--- config.mk ---
export PLATFORM = sky130hd
export DESIGN_NAME = ram_lsu
export DESIGN_NICKNAME = d
export VERILOG_FILES = /design/src/rtl/ram_lsu_pkg.sv /design/src/rtl/ram_lsu_lane.sv /design/src/rtl/ram_lsu.sv
export SDC_FILE = /design/constraint.sdc
export NUM_CORES = 1
export LEC_CHECK = 0
export ABC_AREA = 1
export BUFFER_PORTS_ARGS = -buffer_cell sky130_fd_sc_hd__buf_4
export CAP_MARGIN = 10
export CORE_ASPECT_RATIO = 1.2
export CORE_MARGIN = 5
export CORE_UTILIZATION = 25
export CTS_CLUSTER_SIZE = 40
export DETAILED_ROUTE_END_ITERATION = 10
export PLACE_DENSITY_LB_ADDON = 0.25
export SYNTH_ARGS = -nofsm -noshare
export SYNTH_HDL_FRONTEND = slang
export SYNTH_SLANG_ARGS = --single-unit
--- constraint.sdc ---
create_clock -name clk_i -period 1.5 [get_ports clk_i]
set_input_delay 0.075 -clock clk_i [delete_from_list [all_inputs] [get_ports clk_i]]
set_output_delay 0.075 -clock clk_i [all_outputs]
set_load 0.05 [all_outputs]
--- src/rtl/ram_lsu_pkg.sv ---
// Shared types for the RAM load/store unit: access sizes, FSM states, lane count.
// Latency: n/a (types and constants only).
// Backpressure: n/a.
package ram_lsu_pkg;

  // Access size encoding on req_size_i; 2'b11 is reserved and rejected.
  typedef enum logic [1:0] {
    SZ_BYTE = 2'b00,
    SZ_HALF = 2'b01,
    SZ_WORD = 2'b10
  } size_e;

  // Request sequencing states.
  typedef enum logic [2:0] {
    IDLE  = 3'd0,
    LOAD  = 3'd1,
    MERGE = 3'd2,
    WRITE = 3'd3,
    RESP  = 3'd4
  } state_e;

  // Byte lanes per RAM word.
  localparam int ByteLanes = 4;

endpackage

--- src/rtl/ram_lsu_lane.sv ---
// Lane steering: extracts/extends load data and merges sub-word store data into a word.
// Latency: purely combinational.
// Backpressure: none; outputs follow inputs.
module ram_lsu_lane
  import ram_lsu_pkg::*;
(
  input  logic [31:0] word,
  input  logic [1:0]  addr_lo,
  input  size_e       size,
  input  logic        is_unsigned,
  input  logic [31:0] wdata,
  output logic [31:0] load_val,
  output logic [31:0] merged
);

  logic [ByteLanes-1:0][7:0] lanes;
  logic [ByteLanes-1:0][7:0] merged_lanes;
  logic [7:0]                byte_sel;
  logic [15:0]               half_sel;

  assign lanes = word;

  // Select the addressed byte/half and sign- or zero-extend it to a full word.
  // A half only looks at addr_lo[1], so an odd half address lands on its aligned half.
  always_comb begin
    byte_sel = lanes[addr_lo];
    half_sel = addr_lo[1] ? word[31:16] : word[15:0];
    load_val = '0;
    case (size)
      SZ_BYTE: load_val = is_unsigned ? {24'h0, byte_sel} : {{24{byte_sel[7]}}, byte_sel};
      SZ_HALF: load_val = is_unsigned ? {16'h0, half_sel} : {{16{half_sel[15]}}, half_sel};
      SZ_WORD: load_val = word;
      default: load_val = '0;
    endcase
  end

  // Overlay the low bits of the store data onto the addressed lane(s) of the old word.
  // Word stores ignore the old word and the low address bits entirely.
  always_comb begin
    merged_lanes = lanes;
    case (size)
      SZ_BYTE: merged_lanes[addr_lo] = wdata[7:0];
      SZ_HALF: begin
        if (addr_lo[1]) begin
          merged_lanes[3] = wdata[15:8];
          merged_lanes[2] = wdata[7:0];
        end else begin
          merged_lanes[1] = wdata[15:8];
          merged_lanes[0] = wdata[7:0];
        end
      end
      SZ_WORD: merged_lanes = wdata;
      default: merged_lanes = lanes;
    endcase
    merged = merged_lanes;
  end

endmodule

--- src/rtl/ram_lsu.sv ---
// Load/store initiator for a single-port word RAM (sync write, async read); sub-word stores via read-modify-write.
// Latency accept->rsp_valid_o: error 1, load 2, word store 2, byte/half store 3 cycles.
// Backpressure: req_ready_o high only in IDLE (one request in flight); no response backpressure.
// Build option: define RAM_LSU_ALIGN_CHECK_EN to reject misaligned half/word accesses instead of clearing low address bits.
module ram_lsu
  import ram_lsu_pkg::*;
#(
  parameter int  XLen      = 32,
  parameter int  NPos      = 1024,
  localparam int NPosWidth = $clog2(NPos)
) (
  input  logic                 clk_i,
  input  logic                 rst_i,
  input  logic                 req_valid_i,
  output logic                 req_ready_o,
  input  logic                 req_we_i,
  input  logic [1:0]           req_size_i,
  input  logic                 req_unsigned_i,
  input  logic [XLen-1:0]      req_addr_i,
  input  logic [XLen-1:0]      req_wdata_i,
  output logic                 rsp_valid_o,
  output logic [XLen-1:0]      rsp_rdata_o,
  output logic                 rsp_err_o,
  output logic [NPosWidth-1:0] mem_a_o,
  output logic                 mem_we_o,
  output logic [XLen-1:0]      mem_wd_o,
  input  logic [XLen-1:0]      mem_rd_i
);

  state_e           state_q;
  logic             we_q;
  logic             uns_q;
  size_e            size_q;
  logic [1:0]       off_q;
  logic [XLen-1:0]  wdata_q;
  logic             mem_we_q;

  logic             size_err;
  logic             range_err;
  logic             align_err;
  logic             req_err;
  logic [XLen-1:0]  load_val;
  logic [XLen-1:0]  merged;

  assign size_err  = (req_size_i == 2'b11);
  assign range_err = |req_addr_i[XLen-1:NPosWidth+2];

`ifdef RAM_LSU_ALIGN_CHECK_EN
  assign align_err = ((req_size_i == SZ_HALF) && req_addr_i[0]) ||
                     ((req_size_i == SZ_WORD) && (req_addr_i[1:0] != 2'b00));
`else
  // Misaligned low bits are dropped by the lane logic, so nothing is rejected here.
  assign align_err = 1'b0;
`endif

  assign req_err = size_err || range_err || align_err;

  // Ready is a decode of the registered state; held low while reset is asserted.
  assign req_ready_o = (state_q == IDLE) && !rst_i;

  // The write strobe is qualified by reset so a reset cycle can never commit a write.
  assign mem_we_o = mem_we_q && !rst_i;

  ram_lsu_lane u_lane (
    .word        (mem_rd_i),
    .addr_lo     (off_q),
    .size        (size_q),
    .is_unsigned (uns_q),
    .wdata       (wdata_q),
    .load_val    (load_val),
    .merged      (merged)
  );

  // Request sequencer: accept, read/merge/write the RAM, then pulse the response.
  always_ff @(posedge clk_i) begin
    if (rst_i) begin
      state_q     <= IDLE;
      we_q        <= 1'b0;
      uns_q       <= 1'b0;
      size_q      <= SZ_BYTE;
      off_q       <= 2'b00;
      wdata_q     <= '0;
      mem_we_q    <= 1'b0;
      mem_a_o     <= '0;
      mem_wd_o    <= '0;
      rsp_valid_o <= 1'b0;
      rsp_rdata_o <= '0;
      rsp_err_o   <= 1'b0;
    end else begin
      case (state_q)
        IDLE: begin
          if (req_valid_i) begin
            we_q        <= req_we_i;
            uns_q       <= req_unsigned_i;
            size_q      <= size_e'(req_size_i);
            off_q       <= req_addr_i[1:0];
            wdata_q     <= req_wdata_i;
            mem_a_o     <= req_addr_i[NPosWidth+1:2];
            rsp_rdata_o <= '0;
            if (req_err) begin
              // Rejected requests skip the RAM entirely.
              rsp_valid_o <= 1'b1;
              rsp_err_o   <= 1'b1;
              state_q     <= RESP;
            end else if (!req_we_i) begin
              state_q     <= LOAD;
            end else if (req_size_i == SZ_WORD) begin
              // Full-word store needs no read, go straight to the write cycle.
              mem_wd_o    <= req_wdata_i;
              mem_we_q    <= 1'b1;
              state_q     <= WRITE;
            end else begin
              state_q     <= MERGE;
            end
          end
        end
        LOAD: begin
          rsp_rdata_o <= load_val;
          rsp_valid_o <= 1'b1;
          state_q     <= RESP;
        end
        MERGE: begin
          // RAM has no byte enables: write back the old word with the new lane(s) spliced in.
          mem_wd_o <= merged;
          mem_we_q <= 1'b1;
          state_q  <= WRITE;
        end
        WRITE: begin
          mem_we_q    <= 1'b0;
          rsp_valid_o <= 1'b1;
          state_q     <= RESP;
        end
        RESP: begin
          rsp_valid_o <= 1'b0;
          rsp_err_o   <= 1'b0;
          rsp_rdata_o <= '0;
          state_q     <= IDLE;
        end
        default: begin
          mem_we_q    <= 1'b0;
          rsp_valid_o <= 1'b0;
          rsp_err_o   <= 1'b0;
          state_q     <= IDLE;
        end
      endcase
    end
  end

endmodule

Yosys cells after proc, flatten, opt, wreduce, memory -nomap -nowiden --
Cells that the tools add are included. W data, S select, Z words.
Cells by class: $lt $le $gt $ge 2, equality and inequality tests 13, mux-type cells 33, bitwise operators 3, reductions and logical operators 19
Operator list (number):
- $pmux W32 S3 | 3
- $mux W32 | 7
- $pmux W32 S2 | 1
- $mux W16 | 3
- $bwmux W32 | 1
- $reduce_or A20 Y1 | 1
- $bmux W8 S2 | 1
- $demux W8 S2 | 1
- $mux W8 | 2
- $reduce_and A5 Y1 | 2
- $pmux W3 S3 | 1
- $ne A2 B2 Y1 const B | 4
- $mux W1 | 7
- $eq A2 B2 Y1 const B | 3
- $eq A3 B2 Y1 const B | 2
- $mux W3 | 2
- $pmux W1 S3 | 2
- $reduce_and A3 Y1 | 2
- $reduce_and A2 Y1 | 2
- $reduce_or A2 Y1 | 2
- $eq A3 B1 Y1 const B | 1
- $eq A3 B3 Y1 const B | 1
- $logic_and A1 B1 Y1 | 3
- $logic_not A3 Y1 | 1
- 13 further kinds | 15
Storage, ports and cells: register bits 117, input bits 103, output and inout port bits 78, word-level logic and storage cells 81

Logic depth before layout (Yosys ltp) --
depth after elaboration 7, mapped depth 11, gate-level depth less buffers 10

Hierarchy --
From an unflattened synthesis, not the netlist that was laid out.
Unflattened totals: cells, all modules 1342, area total of the unflattened synthesis 7462.2 µm²
Modules (own cells, without submodules):
- ram_lsu | times used 1, cells each 790, area an instance 5152.4 µm², sequential area each 2342.2 µm²
- ram_lsu_lane | times used 1, cells each 552, area an instance 2309.7 µm², sequential area each 0.0 µm²

Least setup slack after synthesis --
No wires, ideal clock.
path kind in2out, start point input rst_i, end point output req_ready_o, data arrival time 1.671 ns, required time 1.425 ns, setup slack -0.246 ns, stages on the path 5, path buffers 2, cells stage by stage clkbuf_1 > inv_1 > clkbuf_1 > nand2_1 > nor3_1
Between the ends: longest elaborated chain between the ends 2
RTL lines:
- start: declaration | RTL line ram_lsu.sv:13 | input logic rst_i,
- $logic_not A1 Y1 | RTL line ram_lsu.sv:59 | assign req_ready_o = (state_q == IDLE) && !rst_i;
- $logic_and A1 B1 Y1 | RTL line ram_lsu.sv:59
- end: declaration | RTL line ram_lsu.sv:15 | output logic req_ready_o,
No other way between the ends.

Worst setup path in the final report --
start point register off_q[1], end point register mem_wd_o[26]
Between the ends: longest elaborated chain between the ends 7, elaborated cells between the ends (all ways) 9, those cells by class order compare: 2; mux: 6; reduce/logical: 1
RTL lines:
- start: declaration | RTL line ram_lsu.sv:34 | logic [1:0] off_q;
- start signal: assignment | RTL line ram_lsu.sv:96 | off_q <= req_addr_i[1:0];
- $lt A2 B3 Y1 (implied by the code) or $ge A2 B1 Y1 (tied branches) | RTL line ram_lsu_lane.sv:42 | SZ_BYTE: merged_lanes[addr_lo] = wdata[7:0];
- $logic_and A1 B1 Y1 (implied by the code) | RTL line ram_lsu_lane.sv:42
- $mux W8 (implied by the code) | RTL line ram_lsu_lane.sv:42
- $demux W8 S2
- $bwmux W32 | RTL line ram_lsu_lane.sv:42
- $pmux W32 S3 * | RTL line ram_lsu_lane.sv:41 | case (size)
- $pmux W32 S2 * | RTL line ram_lsu.sv:90 | case (state_q)
- end signal: assignment | RTL line ram_lsu.sv:109 | mem_wd_o <= req_wdata_i;
- end signal: assignment | RTL line ram_lsu.sv:124 | mem_wd_o <= merged;
- end: declaration | RTL line ram_lsu.sv:26 | output logic [XLen-1:0] mem_wd_o,
Every way passes the cells marked *; elsewhere a longest branch is shown, timed or not. A chain may end at the register's enable or synchronous reset.

==> run_summary.xml <==
<?xml version="1.0" encoding="UTF-8"?>
<metrics>
  <group name="critical_path">
    <metric name="worst-path-max-fanout" unit="">16</metric>
    <metric name="critPathMostFrequentCell" unit="">sky130_fd_sc_hd__nand2_2</metric>
    <metric name="worst-endpoint-arrival" unit="ns">1.81</metric>
    <metric name="critPathKind" unit="">reg -&gt; reg</metric>
    <metric name="worst_path_max_delay_cell" unit="">sky130_fd_sc_hd__dfxtp_4</metric>
    <metric name="slowest_delay" unit="ns">0.37</metric>
    <metric name="crit_path_cell_trace" unit="">buf_12, nand2_2, buf_12, o211ai_1, nand4_1, nand2_2, nand2_2, nor2_1, nor2_1</metric>
    <metric name="setup.worst_path.start_class" unit="">flop</metric>
    <metric name="required" unit="ns">1.82</metric>
    <metric name="worst_setup_path_end_kind" unit="">flop</metric>
  </group>
  <group name="logic_synthesis">
    <metric name="post_synth_main_area_contributors" unit="">sky130_fd_sc_hd__dfxtp_1 (36%), sky130_fd_sc_hd__nand2_1 (18%), sky130_fd_sc_hd__a21oi_1 (9.9%)</metric>
    <metric name="postSynthAreaPerCell" unit="µm²">6.28</metric>
    <metric name="number_of_enable_type_register_cells_in_the_synthesized_netlist" unit="">0</metric>
    <metric name="synth-async-reset-ratio" unit="%">0</metric>
    <metric name="synth_cells" unit="">1038</metric>
    <metric name="synth_fp_nets" unit="">1141</metric>
    <metric name="synth_top_cells_by_count" unit="">sky130_fd_sc_hd__nand2_1 (316), sky130_fd_sc_hd__a21oi_1 (129), sky130_fd_sc_hd__dfxtp_1 (117)</metric>
    <metric name="synth-warning-count" unit="">0</metric>
    <metric name="syn_std_cell_area" unit="µm²">6520</metric>
    <metric name="synthMostInstantiatedCell" unit="">sky130_fd_sc_hd__nand2_1</metric>
    <metric name="ys_seq_area_share" unit="%">35.9</metric>
    <metric name="synth.top_cell.area_share" unit="%">35.9</metric>
    <metric name="synth_ff_type" unit="">sky130_fd_sc_hd__dfxtp_1</metric>
    <metric name="netlist-cell-type-count" unit="">29</metric>
    <metric name="postSynthRegisterBits" unit="">117</metric>
    <metric name="yosysTopAreaCell" unit="">sky130_fd_sc_hd__dfxtp_1</metric>
  </group>
  <group name="power_and_ir_drop">
    <metric name="power_density" unit="nW/µm²">937</metric>
    <metric name="p_leak" unit="nW">4.79</metric>
    <metric name="max-vdd-ir-drop" unit="mV">0.690</metric>
    <metric name="post-layout-total-power" unit="mW">9.86</metric>
  </group>
  <group name="placement">
    <metric name="placement.io_buffers" unit="">180</metric>
    <metric name="gp_weighted_congestion" unit="">0.903</metric>
    <metric name="detailedPlacementHpwl" unit="µm">20700</metric>
  </group>
  <group name="grt">
    <metric name="gr-usage-met1" unit="%">24.4</metric>
    <metric name="globalRouteTotalUtil" unit="%">18.3</metric>
    <metric name="met3_routing_resource_usage_after_global_routing" unit="%">4.03</metric>
    <metric name="grt_start_max_net_pins" unit="">68</metric>
    <metric name="grt-busiest-layer" unit="">met2</metric>
    <metric name="grtUsageMet2" unit="%">29.5</metric>
    <metric name="grt_pass1_wl" unit="µm">42000</metric>
    <metric name="globalRoute.totalOverflow" unit="">0</metric>
    <metric name="grt_antenna_before_repair" unit="">0</metric>
    <metric name="grt_pass1_vias" unit="">7491</metric>
  </group>
  <group name="detailed_routing">
    <metric name="detail_route.vias_per_cell" unit="">4.80</metric>
    <metric name="routed_wire_length_per_instance" unit="µm">17.4</metric>
    <metric name="initialDrtViolationCount" unit="">481</metric>
    <metric name="drt_pre_antenna_iters" unit="">5</metric>
    <metric name="antenna_left" unit="">0</metric>
    <metric name="remaining_design_rule_violation_count" unit="">0</metric>
    <metric name="post_route_wl" unit="µm">28700</metric>
    <metric name="routed-via-count" unit="">7913</metric>
  </group>
  <group name="timing">
    <metric name="finalCritPeriodShare" unit="%">99.6</metric>
    <metric name="max_slew_margin" unit="%">64.0</metric>
    <metric name="timing.final.hold_violations" unit="">0</metric>
    <metric name="worst_clock_skew" unit="ns">0.00889</metric>
    <metric name="fmax" unit="MHz">670</metric>
    <metric name="layout_min_cycle_time" unit="ns">1.49</metric>
    <metric name="number_of_max_slew_violations_in_the_final_report" unit="">0</metric>
    <metric name="setup_viol" unit="">0</metric>
    <metric name="max_slew.worst_pin.slew" unit="ns">0.540</metric>
    <metric name="grt_setup_unrepaired" unit="">yes</metric>
  </group>
  <group name="clocking">
    <metric name="cts.sinks" unit="">117</metric>
    <metric name="root_buffer" unit="">sky130_fd_sc_hd__clkbuf_16</metric>
    <metric name="cts.path.max_buffers" unit="">2</metric>
    <metric name="clock_latency" unit="ns">0.43</metric>
    <metric name="total_clock_buffers_created_by_cts" unit="">17</metric>
    <metric name="clkSlewWorstSetupHoldPaths" unit="ns">0.06</metric>
    <metric name="cts_tree" unit="">done</metric>
    <metric name="cts_htree_levels" unit="">4</metric>
  </group>
  <group name="floorplan">
    <metric name="die_width" unit="µm">157</metric>
    <metric name="floorplan.initialDensity" unit="%">25.4</metric>
    <metric name="die_footprint" unit="µm²">29400</metric>
    <metric name="core_area" unit="µm²">25600</metric>
    <metric name="floorplan.io_pins" unit="">181</metric>
    <metric name="placementRows" unit="">64</metric>
    <metric name="floorplan.die.height" unit="µm">187</metric>
  </group>
  <group name="final_layout">
    <metric name="diodes" unit="">0</metric>
    <metric name="layout-drive-gt1-share" unit="%">33.5</metric>
    <metric name="filler_cell_count" unit="">2721</metric>
    <metric name="area_growth" unit="%">61.4</metric>
    <metric name="multi_input_area" unit="µm²">4000</metric>
    <metric name="finalCoreUtilization" unit="%">41.1</metric>
    <metric name="final-seq-area" unit="µm²">2360</metric>
    <metric name="design.final.nets" unit="">1410</metric>
  </group>
  <group name="outcome">
    <metric name="run_status" unit="">complete, no violations</metric>
  </group>
  <group name="hold_path">
    <metric name="timing.hold.worst.class" unit="">in -&gt; reg</metric>
  </group>
  <group name="flow_run">
    <metric name="max-cap-violations" unit="">0</metric>
  </group>
</metrics>
-- layout make-up --
cell class,instances,share of cell area (%)
Clock buffer,20,4.34
Inverter,96,3.48
Sequential cell,117,22.4
Clock inverter,10,1.02
Tap cell,330,3.92
Multi-Input combinational cell,760,38.0
Timing Repair Buffer,315,26.8
-- worst paths after layout --
| path | end | startpoint | slack [ns] | depth (start not counted) |
|---|---|---|---|---|
| max | mem_wd_o[26] | off_q[1] | 0.007 | 9 |
| max reg2reg | mem_wd_o[26] | off_q[1] | 0.007 | 9 |
| min | wdata_q[7] | req_wdata_i[7] | 0.03 | 3 |
| min reg2reg | rsp_valid_o | rsp_valid_o | 0.45 | 2 |
-- per-stage QoR --
step | cells | setup WS [ns] | hold WS, ns | cell area (µm²) | TNS, ns
after floorplan | 1038 | 0.100 | 0.233 | 6520 | 0
after global placement | 1554 | -0.133 | 0.357 | 8640 | -5.31
after detailed placement | 1554 | -0.143 | 0.362 | 8640 | -6.82
after CTS | 1631 | -0.0107 | -0.0666 | 9780 | -0.0114
after global routing | 1648 | -0.0793 | 0.0143 | 10500 | -1.51
final | 1648 | 0.00664 | 0.0311 | 10500 | 0
-- metal layers --
| layer | routed length (µm) | vias up | part of all wire, % |
|---|---|---|---|
| met1 | 12500 | 3678 | 44 |
| met3 | 1910 | 30 | 6.7 |
| met5 | 0 | - | 0 |
| met4 | 524 | 0 | 1.8 |
| li1 | - | 3918 | - |
| met2 | 13700 | 287 | 48 |
-- logic make-up (layout without fill, tap and decap cells) --
family | Yosys count | count (layout) | synth area share [%]
flops | 117 | 117 | 35.9
simple gates | 553 | 556 | 36.0
buf+inv | 164 | 441 | 11.3
compound gates | 204 | 204 | 16.8
-- where the power goes --
group | internal (mW) | switching [mW]
clock | 2.49 | 1.52
combinational | 1.05 | 1.47
sequential | 3.23 | 0.0988
total | 6.77 | 3.09
-- layout by cell type (no fill, tap or decap), drive strengths merged --
cell type    synthesis  routed
nand2              325     325
buf                 46     265
a21oi              129     129
dfxtp              117     117
nand3              102     102
inv                 95      95
nor2                91      91
o21ai               51      51
dlygate4sd3          0      45
nand4               25      28
clkbuf              22      25
o211ai              19      19
or2                  8       8
clkinv               1       6
a22oi                3       3
clkinvlp             0       3
a31oi                2       2
bufinv               0       2
nor3                 2       2
-- state kept, by name (all words and copies together), names as in the netlist --
signal,flops
mem_a_o,10
mem_wd_o,32
mem_we_q,1
off_q,2
rsp_err_o,1
rsp_rdata_o,32
rsp_valid_o,1
size_q,2
state_q,3
uns_q,1
wdata_q,32
-- worst max-delay path, delay by kind of cell (launching register included) --
kind / cells / cell delay (ns)
buffers and inverters: 2 / 0.30
and+or+nand+nor: 6 / 0.55
AOI/OAI and AO/OA: 1 / 0.16
DFF: 1 / 0.37
-- what timing repair did --
item,CTS,global route
pin swaps,7,47
endpoints found under the hold margin,55,1
buffers inserted,0,9
resized for setup,31,154
hold buffers,44,1
endpoints found under the setup margin,94,79
gates cloned,3,8
Power figures use the tool's default switching activity.
